File: config.mk
export PLATFORM = sky130hd
export DESIGN_NAME = comm_cmd_sched
export DESIGN_NICKNAME = d
export VERILOG_FILES = /design/src/rtl/comm_cmd_sched.sv
export SDC_FILE = /design/constraint.sdc
export NUM_CORES = 1
export LEC_CHECK = 0
export CAP_MARGIN = 20
export CORE_ASPECT_RATIO = 2
export CORE_MARGIN = 2
export CORE_UTILIZATION = 50
export CTS_BUF_LIST = sky130_fd_sc_hd__clkbuf_8 sky130_fd_sc_hd__clkbuf_16
export DETAILED_ROUTE_END_ITERATION = 10
export PLACE_DENSITY = 0.72
export SYNTH_ARGS = -nofsm -noshare
export SYNTH_HDL_FRONTEND = slang
export SYNTH_SLANG_ARGS = --single-unit
File: constraint.sdc
create_clock -name clk -period 4.3 [get_ports clk]
set_clock_uncertainty 0.2 [all_clocks]
set_input_delay 0.86 -clock clk [delete_from_list [all_inputs] [get_ports clk]]
set_output_delay 0.86 -clock clk [all_outputs]
set_load 0.01 [all_outputs]
File: src/rtl/comm_cmd_sched.sv
// Command scheduler in front of CommMaster: queues requester commands, injects
// periodic battery polls, runs send/ack/retry per transaction and reports outcome.
module comm_cmd_sched #(
   parameter int unsigned DEPTH       = 4,
   parameter int unsigned TIMEOUT     = 200000,
   parameter int unsigned MAX_RETRY   = 2,
   parameter int unsigned BATT_PERIOD = 5000000
) (
   input  logic        clk,
   input  logic        rst,
   input  logic        req_vld,
   input  logic [7:0]  req_cmd,
   input  logic [15:0] req_data,
   output logic        req_rdy,
   input  logic        batt_en,
   output logic        snd_cmd,
   output logic [7:0]  cmd,
   output logic [15:0] data,
   input  logic        frm_snt,
   input  logic        rx_rdy,
   input  logic [7:0]  rx_data,
   output logic        clr_frm_snt_out,
   output logic        busy,
   output logic        done,
   output logic        err,
   output logic [7:0]  err_cmd,
   output logic [7:0]  batt_lvl,
   output logic        batt_vld
);
   localparam int unsigned AW = $clog2(DEPTH);
   localparam int unsigned CW = $clog2(DEPTH + 1);
   localparam int unsigned TW = $clog2(TIMEOUT + 1);
   localparam int unsigned BW = $clog2(BATT_PERIOD + 1);
   localparam int unsigned RW = $clog2(MAX_RETRY + 2);
   localparam logic [7:0]  OP_BATT = 8'h01;
   localparam logic [7:0]  RSP_ACK = 8'hA5;

   typedef enum logic [2:0] {
      S_IDLE, S_SEND, S_WAIT_SNT, S_WAIT_RESP, S_CHECK
   } state_t;

   state_t         r_state, w_state_nxt;
   logic [7:0]     r_mem_cmd  [DEPTH];
   logic [15:0]    r_mem_data [DEPTH];
   logic [AW-1:0]  r_wr_ptr, r_rd_ptr;
   logic [CW-1:0]  r_count, w_count_nxt;
   logic [TW-1:0]  r_to;
   logic [BW-1:0]  r_tmr;
   logic [RW-1:0]  r_retry;
   logic           r_batt_pend, r_src_batt;
   logic [7:0]     r_cmd, r_err_cmd, r_batt_lvl;
   logic [15:0]    r_data;
   logic           r_snd, r_clr, r_done, r_err, r_bv, r_busy, r_rdy;
   logic           w_push, w_pop, w_start, w_to_hit, w_tmr_wrap, w_batt_launch;
   logic           w_rsp_ok, w_fail;
   logic           w_snd_nxt, w_clr_nxt, w_done_nxt, w_err_nxt, w_bv_nxt, w_busy_nxt;

   assign w_push        = req_vld && (r_count < CW'(DEPTH));
   assign w_pop         = (r_state == S_CHECK) && (r_done || r_err) && !r_src_batt;
   assign w_count_nxt   = r_count + CW'(w_push) - CW'(w_pop);
   assign w_start       = r_batt_pend || (r_count != '0);
   assign w_to_hit      = (r_to == TW'(TIMEOUT - 1));
   assign w_tmr_wrap    = (r_tmr == BW'(BATT_PERIOD - 1));
   assign w_batt_launch = (r_state == S_IDLE) && r_batt_pend;
   assign w_rsp_ok      = (r_cmd == OP_BATT) || (rx_data == RSP_ACK);

   // Command FIFO; a push while full is dropped regardless of a same-cycle pop
   always_ff @(posedge clk or posedge rst) begin
      if (rst) begin
         r_wr_ptr <= '0;
         r_rd_ptr <= '0;
         r_count  <= '0;
      end else begin
         if (w_push) r_wr_ptr <= r_wr_ptr + AW'(1);
         if (w_pop)  r_rd_ptr <= r_rd_ptr + AW'(1);
         r_count <= w_count_nxt;
      end
   end

   always_ff @(posedge clk) begin
      if (w_push) begin
         r_mem_cmd[r_wr_ptr]  <= req_cmd;
         r_mem_data[r_wr_ptr] <= req_data;
      end
   end

   // Battery poll timer; a due poll is remembered until launched and never stacks
   always_ff @(posedge clk or posedge rst) begin
      if (rst) begin
         r_tmr       <= '0;
         r_batt_pend <= 1'b0;
      end else begin
         if (!batt_en || w_tmr_wrap) r_tmr <= '0;
         else                        r_tmr <= r_tmr + BW'(1);
         if (batt_en && w_tmr_wrap)  r_batt_pend <= 1'b1;
         else if (w_batt_launch)     r_batt_pend <= 1'b0;
      end
   end

   always_ff @(posedge clk or posedge rst) begin
      if (rst) r_state <= S_IDLE;
      else     r_state <= w_state_nxt;
   end

   // Timeouts and all response outcomes funnel through CHECK so retries see one clr pulse
   always_comb begin
      w_state_nxt = r_state;
      case (r_state)
         S_IDLE:      if (w_start) w_state_nxt = S_SEND;
         S_SEND:      w_state_nxt = S_WAIT_SNT;
         S_WAIT_SNT:  if (frm_snt) w_state_nxt = S_WAIT_RESP;
                      else if (w_to_hit) w_state_nxt = S_CHECK;
         S_WAIT_RESP: if (rx_rdy || w_to_hit) w_state_nxt = S_CHECK;
         S_CHECK:     w_state_nxt = (r_done || r_err) ? S_IDLE : S_SEND;
         default:     w_state_nxt = S_IDLE;
      endcase
   end

   always_comb begin
      w_done_nxt = 1'b0;
      w_fail     = 1'b0;
      w_snd_nxt  = (w_state_nxt == S_SEND);
      w_clr_nxt  = (w_state_nxt == S_CHECK);
      w_busy_nxt = (w_state_nxt != S_IDLE);
      case (r_state)
         S_WAIT_SNT:  w_fail = !frm_snt && w_to_hit;
         S_WAIT_RESP: begin
            if (rx_rdy) begin
               w_done_nxt = w_rsp_ok;
               w_fail     = !w_rsp_ok;
            end else begin
               w_fail = w_to_hit;
            end
         end
         default: ;
      endcase
      w_err_nxt = w_fail && (r_retry == RW'(MAX_RETRY));
      w_bv_nxt  = w_done_nxt && (r_cmd == OP_BATT);
   end

   // Transaction datapath: selected command, attempt count, timeout counter
   always_ff @(posedge clk or posedge rst) begin
      if (rst) begin
         r_to       <= '0;
         r_retry    <= '0;
         r_cmd      <= '0;
         r_data     <= '0;
         r_src_batt <= 1'b0;
         r_err_cmd  <= '0;
         r_batt_lvl <= '0;
      end else begin
         case (r_state)
            S_IDLE: begin
               r_retry <= '0;
               if (w_start) begin
                  r_src_batt <= r_batt_pend;
                  r_cmd      <= r_batt_pend ? OP_BATT : r_mem_cmd[r_rd_ptr];
                  r_data     <= r_batt_pend ? 16'h0000 : r_mem_data[r_rd_ptr];
               end
            end
            S_SEND:                  r_to <= '0;
            S_WAIT_SNT, S_WAIT_RESP: r_to <= r_to + TW'(1);
            S_CHECK: if (w_state_nxt == S_SEND) r_retry <= r_retry + RW'(1);
            default: ;
         endcase
         if (w_err_nxt) r_err_cmd  <= r_cmd;
         if (w_bv_nxt)  r_batt_lvl <= rx_data;
      end
   end

   always_ff @(posedge clk or posedge rst) begin
      if (rst) begin
         r_snd  <= 1'b0;
         r_clr  <= 1'b0;
         r_done <= 1'b0;
         r_err  <= 1'b0;
         r_bv   <= 1'b0;
         r_busy <= 1'b0;
         r_rdy  <= 1'b1;
      end else begin
         r_snd  <= w_snd_nxt;
         r_clr  <= w_clr_nxt;
         r_done <= w_done_nxt;
         r_err  <= w_err_nxt;
         r_bv   <= w_bv_nxt;
         r_busy <= w_busy_nxt;
         r_rdy  <= (w_count_nxt < CW'(DEPTH));
      end
   end

   assign req_rdy         = r_rdy;
   assign snd_cmd         = r_snd;
   assign cmd             = r_cmd;
   assign data            = r_data;
   assign clr_frm_snt_out = r_clr;
   assign busy            = r_busy;
   assign done            = r_done;
   assign err             = r_err;
   assign err_cmd         = r_err_cmd;
   assign batt_lvl        = r_batt_lvl;
   assign batt_vld        = r_bv;

endmodule

==> summary.md <==
| Metric | Value |
|---|---|
| Post-route cell area | `9722 µm²` |
| Dominant synthesized flop cell | `dfrtp_1` |
| Fill cells | `1,190` |
| Post-CTS setup buffers | `0` |
| Wire length per cell | `19.30 µm` |
| Mapped Cells | `539` |
| Minimum clock period | `2.961 ns` |
| Power Total | `5.540 mW` |
| Startpoint Class | `input port` |
| I/O pins | `85` |
| Core Util, Final | `61.62%` |
| Seq/Total Area, Yosys | `67.22%` |
| Total gr overflow | `0` |
| Largest net degree at the start of global routing | `53` |
| Clock buffer depth | `2` |
| Placed Instance Area | `9149 µm²` |
| Final worst setup slack | `1.339 ns` |
| Vias in the first global route | `5,034` |
| Vias | `4,736` |
| Slew HR | `23.58%` |
| Setup TNS | `0 ns` |
| ANT nets after route | `0` |
| Synth Area in Adders | `1.640%` |
| Max-cap viol count | `0` |
| Synth-to-layout area growth | `20.20%` |
| Fin Hold WS | `0.3118 ns` |
| Synth Area in XOR/XNOR | `2.924%` |
| Die X | `93.93 µm` |
| RSZ-0062 raised after global routing | `no` |
| Cts repair resizes | `0` |
| Leakage | `3.757 nW` |
| # diodes | `0` |
| Worst vdd ir | `0.3486 mV` |
| First-pass GRT wire length | `26,140 µm` |
| CTS Hold Bufs | `0` |
| CP Max Fanout | `8` |
| Simple-gate area share of the yosys netlist | `9.592%` |
| Endpoints failing setup | `0` |
| H-tree levels | `4` |
| Status | `complete, no violations` |
| Dpl hpwl | `11,050 µm` |
| Syn nets | `587` |
| Initial cell density of the core | `51.26%` |
| Cell Count Post-Placement | `807` |
| Initial antenna violation count | `0` |
| Yosys reg bits | `198` |
| WP data arrival | `3.12 ns` |
| Max Freq | `337.7 MHz` |
| Synth cell types | `50` |
| Share of cells above drive strength 1 | `14.42%` |
| Synth warnings | `0` |
| Crit end category | `flop` |
| Post-synth EDFFs | `96` |
| PortBufs | `84` |
| DRT Wirelength | `16,190 µm` |
| DRT iter0 DRCs | `269` |
| Register area | `5438 µm²` |
| Finished Layout Cells | `839` |
| Measured slew at the worst slew-check pin | `1.145 ns` |
| Clock sink count | `198` |
| Die area | `17,270 µm²` |
| Hold crit path type | `reg2reg` |
| Via density | `5.645` |
| Share of synthesized area spent on multiplexers | `9.793%` |
| Core area | `15,780 µm²` |
| Critical Path RT | `4.46 ns` |
| Worst slack, placed | `0.8523 ns` |
| Syn avg cell area | `15.01 µm²` |
| # rows | `65` |
| TritonCTS buffer count | `17` |
| Main combinational cell family by area after synthesis | `multiplexers` |
| Power density over the cells | `569.8 nW/µm²` |
| DRC | `0` |
| GRT Overall Usage | `20.13%` |
| Root buf cell | `clkbuf_16` |
| Drt first pass iters | `4` |
| Post-synth ARST share | `51.52%` |
| Synthesized area | `8088 µm²` |
| Die Ht | `183.9 µm` |
| Footprint of the multi-input gates | `2464 µm²` |
| Final Hold Vio Count | `0` |
| Post-synthesis compound-gate area fraction | `6.389%` |
| Placer congestion estimate | `0.8467` |
| Setup CP Type | `in2reg` |
| Fin crit share | `68.87%` |
| CTS clk-pin slew, worst paths | `0.06 ns` |
| Worst-skew pair later-pin latency | `0.43 ns` |
| Slew Viols, Final | `0` |
| CTS tree | `built` |
| Fin nets | `673` |
## placed cells by master (no fill, tap or decap), types with 3 or more instances in the layout
| master | instances |
|---|---|
| ha_1 | 9 |
| mux4_2 | 24 |
| inv_1 | 18 |
| clkinv_2 | 4 |
| xnor2_1 | 8 |
| nor4b_1 | 3 |
| and2_1 | 4 |
| nand3_1 | 24 |
| clkbuf_16 | 17 |
| and4_1 | 4 |
| edfxtp_1 | 96 |
| o21ai_0 | 26 |
| xor2_1 | 19 |
| dfrtp_1 | 100 |
| clkdlybuf4s50_1 | 84 |
| nand2_1 | 28 |
| o31ai_1 | 3 |
| and3_1 | 8 |
| nor2_1 | 43 |
| a22o_1 | 27 |
| a21oi_1 | 5 |
| buf_4 | 6 |
| nor3_1 | 3 |
| mux2_4 | 16 |
| inv_6 | 4 |
| nand4_1 | 9 |
## worst max-delay path: stages
cell and delay (ns):
clkdlybuf4s50_1 0.46, nor2b_1 0.41, inv_1 0.09, ha_1 0.30
inv_1 0.05, ha_1 0.13, inv_1 0.05, fa_1 0.38
xnor2_1 0.18, xnor2_1 0.15, inv_1 0.06
## cell usage after synthesis (all sizes together), types with 2 or more instances
| master | instances | area share, % |
|---|---|---|
| a21boi | 3 | 0.28 |
| a21oi | 5 | 0.31 |
| a22o | 27 | 2.9 |
| a31oi | 2 | 0.15 |
| and2 | 4 | 0.31 |
| and3 | 9 | 0.76 |
| and4 | 4 | 0.43 |
| buf | 18 | 1.4 |
| clkbuf | 7 | 0.32 |
| dfrtp | 101 | 31 |
| edfxtp | 96 | 36 |
| ha | 9 | 1.4 |
| inv | 16 | 0.74 |
| mux2 | 17 | 3.1 |
| mux4 | 24 | 6.7 |
| nand2 | 28 | 1.3 |
| nand2b | 3 | 0.26 |
| nand3 | 25 | 1.6 |
| nand4 | 9 | 0.70 |
| nor2 | 44 | 2.0 |
| nor2b | 2 | 0.15 |
| nor3 | 5 | 0.43 |
| nor4 | 4 | 0.46 |
| nor4b | 4 | 0.51 |
| nor4bb | 2 | 0.25 |
| o21a | 2 | 0.19 |
| o21ai | 27 | 1.7 |
| o22ai | 2 | 0.15 |
| o31ai | 3 | 0.28 |
| o41ai | 3 | 0.32 |
| or2 | 2 | 0.15 |
| xnor2 | 8 | 0.87 |
| xor2 | 19 | 2.1 |
## cell families after synthesis
| group | Yosys count |
|---|---|
| compound gates | 75 |
| xor+xnor | 27 |
| fa+ha+maj | 10 |
| buf+inv | 41 |
| flops | 198 |
| mux | 41 |
| simple gates | 147 |
## where the power goes
part,internal [mW],leakage [nW],switching (mW)
registers,2.37,2.23,0.257
logic,0.707,1.24,0.668
clock network,0.868,0.295,0.670
total,3.95,3.76,1.59
## routing by layer
layer,track usage [%],share of wire (%),vias up
li1,-,-,2173
met1,22.13,37,2467
met2,37.23,59,75
met3,4.059,2.5,21
met4,7.884,1.7,0
met5,0,0,-
## state kept, by name (all words and copies together) (netlist names), 2 cells and up
signal,cells
r_wr_ptr,2
r_state,3
cmd,8
batt_lvl,8
r_rd_ptr,2
r_mem_data,64
r_tmr,23
r_to,18
r_mem_cmd,32
r_retry,2
r_count,3
err_cmd,8
data,16
## worst paths after layout
path | start | to | slack (ns) | cells past startpoint
max in group asynchronous | rst | r_rd_ptr[0] | 2.46 | 3
min | r_src_batt | r_src_batt | 0.31 | 1
min reg2reg | r_src_batt | r_src_batt | 0.31 | 1
max reg2reg | r_state[0] | req_rdy | 1.43 | 11
max | req_vld | req_rdy | 1.34 | 11
min in group asynchronous | rst | data[6] | 0.71 | 2
## layout make-up
type | instances | area share [%]
Clock buffer | 18 | 4.517
Clock inverter | 14 | 1.377
Inverter | 16 | 0.6435
Multi-Input combinational cell | 300 | 25.34
Sequential cell | 198 | 55.93
Tap cell | 201 | 2.587
Timing Repair Buffer | 92 | 9.601
Power figures use the tool's default switching activity.
